--- src/rtl/shift_sub_div_64_if.sv ---
// Command/result bundle for the sequential signed divider.
// Both sides use valid/ready: a transfer happens on a rising clk edge where valid and ready are both high.
interface shift_sub_div_64_if #(
  parameter int WIDTH = 64
);
  logic             in_valid;
  logic             in_ready;
  logic [WIDTH-1:0] dividend;
  logic [WIDTH-1:0] divisor;
  logic             out_valid;
  logic             out_ready;
  logic [WIDTH-1:0] quotient;
  logic [WIDTH-1:0] remainder;
  logic             div_by_zero;

  modport master (
    output in_valid, dividend, divisor, out_ready,
    input  in_ready, out_valid, quotient, remainder, div_by_zero
  );

  modport slave (
    input  in_valid, dividend, divisor, out_ready,
    output in_ready, out_valid, quotient, remainder, div_by_zero
  );
endinterface

--- src/rtl/shift_sub_div_64.sv ---
// Signed restoring divider: one quotient bit per clock on magnitudes, sign fix-up at the end.
// Truncating semantics (remainder follows dividend sign); b == 0 returns q = -1, r = a.
module shift_sub_div_64 #(
  parameter int WIDTH = 64
) (
  input  logic                 clk,
  input  logic                 rst,
  shift_sub_div_64_if.slave    bus,
  output logic [1:0]           dbg_state
);
  localparam int CNT_W = $clog2(WIDTH);
  localparam logic [CNT_W-1:0] LAST_ITER = CNT_W'(WIDTH - 1);

  typedef enum logic [1:0] {
    IDLE = 2'd0,
    CALC = 2'd1,
    FIX  = 2'd2,
    DONE = 2'd3
  } state_t;

  state_t           state_q, state_d;
  logic [CNT_W-1:0] cnt_q, cnt_d;
  logic [WIDTH-1:0] a_q, a_d;       // dividend magnitude, becomes quotient magnitude as bits shift in
  logic [WIDTH-1:0] b_q, b_d;
  logic [WIDTH-1:0] p_q, p_d;
  logic             sign_q_q, sign_q_d;
  logic             sign_r_q, sign_r_d;
  logic [WIDTH-1:0] quot_q, quot_d;
  logic [WIDTH-1:0] rem_q, rem_d;
  logic             dbz_q, dbz_d;
  logic             out_valid_q, out_valid_d;

  logic [WIDTH:0]   p_shift;
  logic [WIDTH:0]   p_diff;
  logic             take;
  logic             accept;

  assign accept = bus.in_valid && (state_q == IDLE);

  always_ff @(posedge clk) begin
    if (rst) state_q <= IDLE;
    else     state_q <= state_d;
  end

  always_comb begin
    state_d = state_q;
    case (state_q)
      IDLE: if (bus.in_valid) state_d = (bus.divisor == '0) ? DONE : CALC;
      CALC: if (cnt_q == LAST_ITER) state_d = FIX;
      FIX:  state_d = DONE;
      DONE: if (bus.out_ready) state_d = IDLE;
      default: state_d = IDLE;
    endcase
  end

  always_comb begin
    bus.in_ready    = (state_q == IDLE);
    bus.out_valid   = out_valid_q;
    bus.quotient    = quot_q;
    bus.remainder   = rem_q;
    bus.div_by_zero = dbz_q;
    dbg_state       = state_q;
  end

  // P < |b| <= 2^(WIDTH-1) keeps P' - |b| within WIDTH bits, so the top bit of the
  // WIDTH+1 bit difference is exactly the borrow.
  always_comb begin
    p_shift = {p_q, a_q[WIDTH-1]};
    p_diff  = p_shift - {1'b0, b_q};
    take    = ~p_diff[WIDTH];
  end

  always_comb begin
    cnt_d       = cnt_q;
    a_d         = a_q;
    b_d         = b_q;
    p_d         = p_q;
    sign_q_d    = sign_q_q;
    sign_r_d    = sign_r_q;
    quot_d      = quot_q;
    rem_d       = rem_q;
    dbz_d       = dbz_q;
    out_valid_d = out_valid_q;
    case (state_q)
      IDLE: begin
        if (accept) begin
          a_d      = bus.dividend[WIDTH-1] ? -bus.dividend : bus.dividend;
          b_d      = bus.divisor[WIDTH-1]  ? -bus.divisor  : bus.divisor;
          sign_q_d = bus.dividend[WIDTH-1] ^ bus.divisor[WIDTH-1];
          sign_r_d = bus.dividend[WIDTH-1];
          p_d      = '0;
          cnt_d    = '0;
          if (bus.divisor == '0) begin
            quot_d      = '1;
            rem_d       = bus.dividend;
            dbz_d       = 1'b1;
            out_valid_d = 1'b1;
          end
        end
      end
      CALC: begin
        p_d   = take ? p_diff[WIDTH-1:0] : p_shift[WIDTH-1:0];
        a_d   = {a_q[WIDTH-2:0], take};
        cnt_d = cnt_q + CNT_W'(1);
      end
      FIX: begin
        quot_d      = sign_q_q ? -a_q : a_q;
        rem_d       = sign_r_q ? -p_q : p_q;
        out_valid_d = 1'b1;
      end
      DONE: begin
        if (bus.out_ready) begin
          out_valid_d = 1'b0;
          dbz_d       = 1'b0;
        end
      end
      default: ;
    endcase
  end

  always_ff @(posedge clk) begin
    if (rst) begin
      cnt_q       <= '0;
      a_q         <= '0;
      b_q         <= '0;
      p_q         <= '0;
      sign_q_q    <= 1'b0;
      sign_r_q    <= 1'b0;
      quot_q      <= '0;
      rem_q       <= '0;
      dbz_q       <= 1'b0;
      out_valid_q <= 1'b0;
    end else begin
      cnt_q       <= cnt_d;
      a_q         <= a_d;
      b_q         <= b_d;
      p_q         <= p_d;
      sign_q_q    <= sign_q_d;
      sign_r_q    <= sign_r_d;
      quot_q      <= quot_d;
      rem_q       <= rem_d;
      dbz_q       <= dbz_d;
      out_valid_q <= out_valid_d;
    end
  end
endmodule

--- src/flat_wrapper.sv ---
// flat-port wrapper written by rule: the top's interface ports become plain ports
module shift_sub_div_64_flat 
#(
  parameter int WIDTH = 64
)
  (clk, rst, dbg_state, bus_in_valid, bus_dividend, bus_divisor, bus_out_ready, bus_in_ready, bus_out_valid, bus_quotient, bus_remainder, bus_div_by_zero);
  shift_sub_div_64_if #(.WIDTH(WIDTH)) bus_i ();
  input  logic clk;
  input  logic rst;
  output logic [1:0] dbg_state;
  input wire logic [$bits(bus_i.in_valid)-1:0] bus_in_valid;
  input wire logic [$bits(bus_i.dividend)-1:0] bus_dividend;
  input wire logic [$bits(bus_i.divisor)-1:0] bus_divisor;
  input wire logic [$bits(bus_i.out_ready)-1:0] bus_out_ready;
  output wire logic [$bits(bus_i.in_ready)-1:0] bus_in_ready;
  output wire logic [$bits(bus_i.out_valid)-1:0] bus_out_valid;
  output wire logic [$bits(bus_i.quotient)-1:0] bus_quotient;
  output wire logic [$bits(bus_i.remainder)-1:0] bus_remainder;
  output wire logic [$bits(bus_i.div_by_zero)-1:0] bus_div_by_zero;
  assign bus_i.in_valid = bus_in_valid;
  assign bus_i.dividend = bus_dividend;
  assign bus_i.divisor = bus_divisor;
  assign bus_i.out_ready = bus_out_ready;
  assign bus_in_ready = bus_i.in_ready;
  assign bus_out_valid = bus_i.out_valid;
  assign bus_quotient = bus_i.quotient;
  assign bus_remainder = bus_i.remainder;
  assign bus_div_by_zero = bus_i.div_by_zero;
  shift_sub_div_64 #(.WIDTH(WIDTH)) u_core (.clk(clk), .rst(rst), .bus(bus_i), .dbg_state(dbg_state));
endmodule
--- config.mk ---
export PLATFORM = sky130hd
export DESIGN_NAME = shift_sub_div_64_flat
export DESIGN_NICKNAME = d
export VERILOG_FILES = /design/src/rtl/shift_sub_div_64_if.sv /design/src/rtl/shift_sub_div_64.sv /design/src/flat_wrapper.sv
export SDC_FILE = /design/constraint.sdc
export NUM_CORES = 1
export LEC_CHECK = 0
export BUFFER_PORTS_ARGS = -buffer_cell sky130_fd_sc_hd__buf_2
export CAP_MARGIN = 20
export CORE_AREA = 5 5 210 212
export CTS_CLUSTER_SIZE = 40
export DETAILED_ROUTE_END_ITERATION = 8
export DIE_AREA = 0 0 215 217
export MAX_ROUTING_LAYER = met4
export PLACE_DENSITY = 0.87
export SYNTH_ARGS = -nofsm -noshare
export SYNTH_HDL_FRONTEND = slang
export SYNTH_SLANG_ARGS = --single-unit
--- constraint.sdc ---
create_clock -name clk -period 4.1 [get_ports clk]
set_input_delay 0.205 -clock clk [delete_from_list [all_inputs] [get_ports clk]]
set_output_delay 0.205 -clock clk [all_outputs]
set_load 0.02 [all_outputs]
### After elaboration in Yosys (flattened, before gate mapping)

Cells that the tools add are included.
Widths: inputs -> output; s select.

* equal/unequal tests: 9
* multiplexer cells: 27
* reductions and logical operators: 13
* add/subtract/negate cells: 6
* bitwise logic cells: 2

Operator list (number)
* $mux 64: 11
* $pmux 64 s2: 4
* $neg 64->64: 4
* $sub 65x64->65: 1
* $logic_not 64->1: 1
* $pmux 6 s2: 1
* $mux 2: 4
* $pmux 2 s4: 1
* $reduce_and 4->1: 2
* $add 6x1->6 const B: 1
* $eq 6x6->1 const B: 1
* $mux 6: 1
* $ne 2x1->1 const B: 3
* $reduce_and 3->1: 2
* $reduce_bool 2->1: 3
* $eq 2x2->1 const B: 2
* $ne 2x2->1 const B: 2
* $reduce_and 2->1: 2
* $mux 1: 3
* $pmux 1 s3: 1
* $reduce_bool 3->1: 1
* $eq 2x1->1 const B: 1
* $logic_not 2->1: 1
* $pmux 1 s2: 1
* other kinds (3): 3

* register bits: 332
* word-level logic and storage cells: 68
* output and inout port bits: 133

### Depth between registers and ports, before layout

Gate-level depths: netlist of the first run.

* depth after elaboration: 4
* mapped depth: 15
* mapped depth without buffers: 13

### Worst setup path before layout of the first run

Ideal clock, no wire load.

* path kind: reg2reg
* start point: register u_core.p_q[0]
* end point: register u_core.p_q[0]
* cell stages (with the launch flop): 16
* arrival: 3.726 ns
* setup slack: 0.257 ns
* data required time: 3.983 ns
* setup time: 0.117 ns
* path buffers: 3
* path through: dfxtp_1 > clkbuf_1 > inv_1 > fa_1 > nand2b_1 > a21oi_1 > o31a_1 > o21ai_0 > a2111oi_0 > o21ai_0 > nand3_1 > and2_1 > buf_2 > buf_1 > a21oi_1 > a22o_1

* longest elaborated chain between the ends: 3

Ends and longest elaborated chain
* from (decl): RTL line shift_sub_div_64.sv:25 `logic [WIDTH-1:0] p_q, p_d;`
* from (signal assigned): RTL line shift_sub_div_64.sv:137 `p_q <= p_d;`
* $sub 65x64->65: RTL line shift_sub_div_64.sv:69 `p_diff = p_shift - {1'b0, b_q};`
* $mux 64: RTL line shift_sub_div_64.sv:102 `p_d = take ? p_diff[WIDTH-1:0] : p_shift[WIDTH-1:0];`
* $pmux 64 s2: RTL line shift_sub_div_64.sv:84 `case (state_q)`

No other way between the ends.
A chain may end at the register's enable or synchronous reset.

### Worst setup path in the final report of the first run

* start point: input port bus_divisor[29]
* end point: register u_core.quot_q[52], in the netlist u_core.bus.quotient[52]

* longest elaborated chain between the ends: 3

Ends and longest elaborated chain
* from (decl): RTL line flat_wrapper.sv:13 `input wire logic [$bits(bus_i.divisor)-1:0] bus_divisor;`
* $logic_not 64->1: RTL line shift_sub_div_64.sv:93 `if (bus.divisor == '0) begin`
* $ne 2x1->1 (no source line)
* $reduce_and 3->1 (no source line)
* to (signal assigned): RTL line shift_sub_div_64.sv:140 `quot_q <= quot_d;`
* to (decl): RTL line shift_sub_div_64.sv:28 `logic [WIDTH-1:0] quot_q, quot_d;`

No other way between the ends.

==> reports/qor.csv, run 1 <==
stage,metric,value,unit
place,Final Wtd Congestion,0.999,
timing,Fin. Hold Viols,0,
synth,Avg Synthesized Cell Area,7.54,um^2
timing,RSZ-0062 raised after global routing,false,
worst_setup_path,reg-to-reg endpoint,u_core.bus.quotient[37]$_SDFFE_PP0P_,
timing,total negative setup slack,0,ps
power,leak pwr,10.4,nW
hold_path,WHS Endpoint,u_core.b_q[53]$_SDFFE_PP0P_,
synth,top cell type's share of synthesized area,29.7,%
clocking,CTS tree,built,
grt,vias in the first global route,20300,
power,switching power,10.9,mW
timing,Final Cycle Share,97.9,%
timing,final worst path period need,4010,ps
grt,largest net degree at the start of global routing,193,
synth,"FFs w/ async S/R, synth",0,%
die,Initial Util,53.6,%
grt,initial antenna violation count,7,
clocking,Root Driver,clkbuf_16,
grt,global-route wire length before repair,106000,um
synth,Post-synth top cells,"nand2_1, dfxtp_1, nor2_1",
power,Clock power frac,16.2,%
cells_and_area,area delta synth->final,15.5,%
hold_path,HP Class,input pin to flop,
worst_setup_path,CP required,4540,ps
drt,number of vias per cell,5.99,
die,Core ar.,41800,um^2
run,Max-cap violations,0,
cells_and_area,layout cell share with drive strength beyond 1,13.6,%
synth,"area leader, netlist",dfxtp_1,
worst_setup_path,R2R Path Start,u_core.a_q[13]$_SDFFE_PP0P_,
die,Rows,75,
cells_and_area,"Design Area, Final",25900,um^2
synth,Most used DFF post-synth,dfxtp_1,
worst_setup_path,worst setup path start,bus_divisor[29],
clocking,CTS sink cnt,332,
synth,yosys warns,0,
timing,max frequency,249,MHz
die,die height,217,um
place,Placement Cell Area,24200,um^2
synth,synthesis-stage register bit count,332,
synth,syn_nets,3174,
clocking,H-Tree Depth,2,
drt,via count,22400,
drt,DRC,0,
synth,Syn Inst Count,2968,
synth,largest cells by area after synthesis,"dfxtp_1, xor2_1, nand2_1, o21ai_0, nor2_1",
timing,skew final,17.4,ps
die,total I/O pin count,265,
power,PD cells,864,nW/um^2
synth,"Seq/Total Area, Yosys",29.7,%
timing,Final setup viols,0,
timing,final slew viol count,0,
drt,final wirelength,67600,um
drt,DR iter-0 viols,2233,
timing,Slew @ Worst Pin,1040,ps
hold_path,Min-Delay Path Depth,3,
synth,synthesized area,22400,um^2
clocking,CTS buffer count,38,
clocking,Skew-Pair Late Insertion Delay,560,ps
power,switching share of power,48.7,%
worst_setup_path,CP Class,input pin to flop,
power,internal power,11.5,mW
worst_setup_path,Worst Setup Start Kind,input pin,
worst_setup_path,"reg-to-reg slack, setup",220,ps
synth,Netlist cell types,68,
die,die outline width,215,um
drt,WL per Instance,18.1,um
place,detailed placement HPWL,50400,um
worst_setup_path,CP max FO,14,
clocking,"Reg clk slew, reported paths",60,ps
synth,cell with the most instances after synthesis,nand2_1,
power,Reg power frac,23.1,%
timing,Rel. slew slack,30.7,%
hold_path,Hold Startpoint,bus_divisor[53],
grt,gr usage total,27.8,%
clocking,CTS Buffer Depth,3,
cells_and_area,Final nets,3364,
grt,grt ovf,0,
worst_setup_path,arrival time worst endpoint,4450,ps
cells_and_area,Final Util,61.9,%
die,die area,46700,um^2
power,VDD IR max,504,uV
worst_setup_path,R2R depth,9,
place,number of I/O port buffers,264,
synth,Post-synth EDFFs,0,
worst_setup_path,Critical Path Sink Type,flop,
outcome,status,completed,
drt,antenna-violating nets left,0,
power,Gate power share,60.7,%
drt,DR pass1 iterations,6,
flip-flops by register name, summed over array words and instances, names as in the netlist:
signal / count
u_core.a_q: 64
u_core.b_q: 64
u_core.bus.quotient: 64
u_core.bus.remainder: 64
u_core.p_q: 64
u_core.cnt_q: 6
u_core.dbg_state: 2
u_core.bus.div_by_zero: 1
u_core.bus.out_valid: 1
u_core.sign_q_q: 1
u_core.sign_r_q: 1
power groups by stage:
stage	registers (mW)	clock network (mW)	logic (mW)
5_1_grt	5.27	3.80	14.9
4_1_cts	5.11	3.66	13.3
3_3_place_gp	5.13	0	13.0
6_report	5.16	3.62	13.6
2_1_floorplan	5.13	0	9.77
3_5_place_dp	5.17	0	13.2
through the flow:
stage	hold slack (ps)	total power, mW	setup WS (ps)	cells
finish	15.2	22.3	85.9	3733
global route	18.1	24.0	16.5	3730
CTS	1.56	22.1	48.1	3719
detailed placement	447	18.4	42.3	3636
global placement	438	18.1	137	3636
floorplan	323	14.9	257	2968
worst max-delay path: stages:
cell and delay, ps:
dlygate4sd3_1 540, buf_2 130, or4_1 570, or4b_4 540, or4_4 430, or3_1 440
or3_4 370, nor4_4 150, buf_6 170, a21o_4 190, buf_12 180, buf_4 180
nor2_1 60, a311oi_1 290
worst max path at each step:
stage	end	slack, ps	depth (start not counted)
2_1_floorplan	u_core.p_q[0]$_SDFFE_PP0P_	260	15
3_3_place_gp	u_core.bus.quotient[7]$_SDFFE_PP0P_	140	13
3_5_place_dp	u_core.bus.quotient[38]$_SDFFE_PP0P_	40	13
4_1_cts	u_core.bus.quotient[52]$_SDFFE_PP0P_	50	14
5_1_grt	u_core.bus.quotient[37]$_SDFFE_PP0P_	20	9
6_report	u_core.bus.quotient[52]$_SDFFE_PP0P_	90	14
final cells by class:
| cell class | instances | area [um^2] |
|---|---|---|
| antenna | 10 | 25.0 |
| clock buffer | 53 | 1120 |
| clock inverter | 13 | 194 |
| fill | 3704 | 15900 |
| inverter | 106 | 398 |
| multi-input combinational | 2327 | 14600 |
| sequential | 332 | 6650 |
| tap | 539 | 674 |
| timing repair buffer | 353 | 2210 |
cells by family after synthesis:
group	synth area share [%]
and+or+nand+nor	19.4
AOI/OAI and AO/OA	26.8
DFF	29.7
buffers and inverters	5.61
xor gates and xnor gates	12.0
adders and majority gates	4.17
muxes	2.24
per-layer routing:
| layer | global-route usage, % | share of wire (%) | vias to the layer above |
|---|---|---|---|
| met5 | - | 0 | - |
| met4 | 10.1 | 3.6 | 0 |
| met3 | 3.90 | 7.8 | 144 |
| met2 | 42.7 | 44 | 886 |
| met1 | 37.7 | 44 | 10200 |
| li1 | - | - | 11100 |
layout by cell type (no fill, tap or decap), types with 37 or more instances in the layout:
master	count
inv_1	106
a311oi_1	61
a21oi_1	212
nor3_1	42
xor2_1	233
nand2_1	402
dfxtp_1	330
a211oi_1	101
nor2_1	290
o41ai_1	38
mux2i_1	49
o21ai_0	241
nand4_1	37
xnor2_1	74
o211ai_1	63
or3_1	48
clkbuf_16	43
buf_4	59
or4_1	39
o31ai_1	73
buf_2	263
ha_1	71
timing repair:
action                                  4_1_cts  5_1_grt
gates resized for setup                       0        6
hold buffers                                 17        0
endpoints found under the hold margin        17        0
endpoints found under the setup margin        0       89
buffers inserted                              0        2
No activity file was read; power rests on OpenSTA's default activity.
==> inputs of run 2 (changes only) <==
--- a/config.mk
+++ b/config.mk
@@ -7,12 +7,12 @@
 export LEC_CHECK = 0
 export BUFFER_PORTS_ARGS = -buffer_cell sky130_fd_sc_hd__buf_2
 export CAP_MARGIN = 20
-export CORE_AREA = 5 5 210 212
+export CORE_AREA = 5 5 208 210
 export CTS_CLUSTER_SIZE = 40
 export DETAILED_ROUTE_END_ITERATION = 8
-export DIE_AREA = 0 0 215 217
+export DIE_AREA = 0 0 213 215
 export MAX_ROUTING_LAYER = met4
-export PLACE_DENSITY = 0.87
+export PLACE_DENSITY = 0.85
 export SYNTH_ARGS = -nofsm -noshare
 export SYNTH_HDL_FRONTEND = slang
 export SYNTH_SLANG_ARGS = --single-unit
==> constraint.sdc (replaced) <==
create_clock -name clk -period 5 [get_ports clk]
set_input_delay 0.25 -clock clk [delete_from_list [all_inputs] [get_ports clk]]
set_output_delay 0.25 -clock clk [all_outputs]
set_load 0.02 [all_outputs]
==> run 2 against run 1 <==
Effect of this change: combinational power down 21%; routed wire length down 3.5%; worst hold slack better by 18 ps; clock skew up 0.62 ps; power down 18%; utilization down 0.48 points; sequential share of layout area up 0.43 points; critical path depth down 4; largest cell class unchanged.
==> reports/qor.csv, run 2 (synthesis gave the netlist of run 1 again) <==
stage,metric,value,unit
clocking,"Reg clk slew, reported paths",60,ps
die,Initial Util,54.1,%
clocking,CTS tree,built,
clocking,CTS sink cnt,332,
timing,skew final,18.0,ps
place,detailed placement HPWL,49000,um
cells_and_area,Final nets,3311,
hold_path,WHS Endpoint,u_core.b_q[53]$_SDFFE_PP0P_,
grt,grt ovf,0,
die,die outline width,213,um
timing,Final Cycle Share,90.5,%
drt,DR iter-0 viols,1795,
place,number of instances in the placed design,3602,
run,Max-cap violations,0,
worst_setup_path,CP max stage cell,o41ai_1,
power,VDD IR max,428,uV
cells_and_area,"commonest non-fill, non-tap cells in the layout","nand2_1, dfxtp_1, nor2_1, buf_2, o21ai_0",
worst_setup_path,"Top cell by count, worst path",or3_1,
worst_setup_path,Worst Setup Start Kind,flop,
timing,final worst path period need,4530,ps
hold_path,HP Class,input pin to flop,
power,PD cells,717,nW/um^2
die,Rows,75,
timing,RSZ-0062 raised after global routing,false,
timing,worst-case hold slack,33.3,ps
power,leak pwr,10.1,nW
worst_setup_path,CP Cell Sequence,or4_1 -> nor4_1 -> nand3_1 -> or3_1 -> or2_1 -> or3_1 -> nand2b_1 -> o41ai_1 -> xnor2_1 -> a311oi_1,
clocking,CTS Buffer Depth,3,
place,pre-CTS setup slack,455,ps
worst_setup_path,Critical Path Sink Type,flop,
cells_and_area,area delta synth->final,13.6,%
cells_and_area,"commonest non-fill, non-tap cell in the layout",nand2_1,
worst_setup_path,R2R Path Start,u_core.a_q[6]$_SDFFE_PP0P_,
cells_and_area,layout cell share with drive strength beyond 1,12.7,%
timing,total negative setup slack,0,ps
timing,Fin. Hold Viols,0,
hold_path,Min-Delay Path Depth,3,
worst_setup_path,R2R depth,10,
worst_setup_path,"reg-to-reg slack, setup",470,ps
clocking,Skew-Pair Late Insertion Delay,560,ps
drt,antenna-violating nets left,0,
die,die area,45800,um^2
drt,DR pass1 iterations,6,
clocking,H-Tree Depth,2,
worst_setup_path,CP max FO,7,
outcome,status,completed,
timing,Final setup viols,0,
grt,vias in the first global route,19700,
drt,final wirelength,65200,um
drt,via count,21700,
clocking,setup bufs post-CTS,0,
place,Placement Cell Area,23900,um^2
worst_setup_path,CP Class,flop to flop,
drt,DRC,0,
clocking,Root Driver,clkbuf_16,
timing,PnR worst setup slack,473,ps
cells_and_area,"Design Area, Final",25400,um^2
worst_setup_path,reg-to-reg endpoint,u_core.bus.quotient[63]$_SDFFE_PP0P_,
worst_setup_path,CP required,5460,ps
worst_setup_path,crit-path max cell delay,790,ps
drt,WL per Instance,17.7,um
timing,final slew viol count,0,
grt,largest net degree at the start of global routing,122,
cells_and_area,non-filler cells in the finished layout,3686,
die,die height,215,um
timing,max frequency,221,MHz
grt,initial antenna violation count,9,
worst_setup_path,arrival time worst endpoint,4980,ps
power,total chip power,18.2,mW
cells_and_area,Filler Cell Count,3768,
timing,Rel. slew slack,25.5,%
hold_path,Hold Startpoint,bus_divisor[53],
cells_and_area,Final Util,61.4,%
die,total I/O pin count,265,
timing,Slew @ Worst Pin,1110,ps
die,Core ar.,41400,um^2
drt,number of vias per cell,5.90,
grt,global-route wire length before repair,104000,um
place,number of I/O port buffers,264,
grt,gr usage total,27.9,%
place,Final Wtd Congestion,0.967,
clocking,CTS buffer count,38,
## run 2: final cells by class
cell class / instances / area [um^2] / area share, %
diodes: 14 / 35.0 / 0.138
clock buffers: 55 / 1170 / 4.60
clock inverters: 13 / 269 / 1.06
inverters: 106 / 398 / 1.56
multi-input cells: 2327 / 14600 / 57.3
flip-flops and latches: 332 / 6650 / 26.2
well taps: 539 / 674 / 2.65
repair buffers: 300 / 1670 / 6.56
## run 2: worst max path at each step
stage | start | to | slack, ps | cells past startpoint
global route | u_core.a_q[6]$_SDFFE_PP0P_ | u_core.bus.quotient[63]$_SDFFE_PP0P_ | 260 | 10
floorplan | u_core.p_q[0]$_SDFFE_PP0P_ | u_core.p_q[0]$_SDFFE_PP0P_ | 1160 | 15
global placement | u_core.a_q[6]$_SDFFE_PP0P_ | u_core.bus.quotient[63]$_SDFFE_PP0P_ | 360 | 10
CTS | u_core.a_q[6]$_SDFFE_PP0P_ | u_core.bus.quotient[63]$_SDFFE_PP0P_ | 480 | 10
detailed placement | u_core.a_q[6]$_SDFFE_PP0P_ | u_core.bus.quotient[63]$_SDFFE_PP0P_ | 460 | 10
finish | u_core.a_q[6]$_SDFFE_PP0P_ | u_core.bus.quotient[63]$_SDFFE_PP0P_ | 470 | 10
## run 2: power breakdown
part           switching [mW]  internal [mW]
logic                    6.76           4.05
registers               0.888           3.36
clock network            1.14           2.03
## run 2: worst max-delay path: cells and delay by family (launching register included)
family,cells,cell delay (ps)
simple gates,7,2560
compound gates,2,1130
flops,1,380
xor+xnor,1,360
## run 2: timing repair
action                                  in CTS  in global routing
endpoints found under the setup margin       0                  0
hold endpoints to repair                     2                  0
hold buffers                                 2                  0
resized for setup                            0                  0
## run 2: layer usage
layer / routed length [um] / global-route usage [%]
met5: 0 / -
met2: 28100 / 40.3
met3: 5500 / 4.93
met4: 2780 / 11.6
met1: 28900 / 38.5
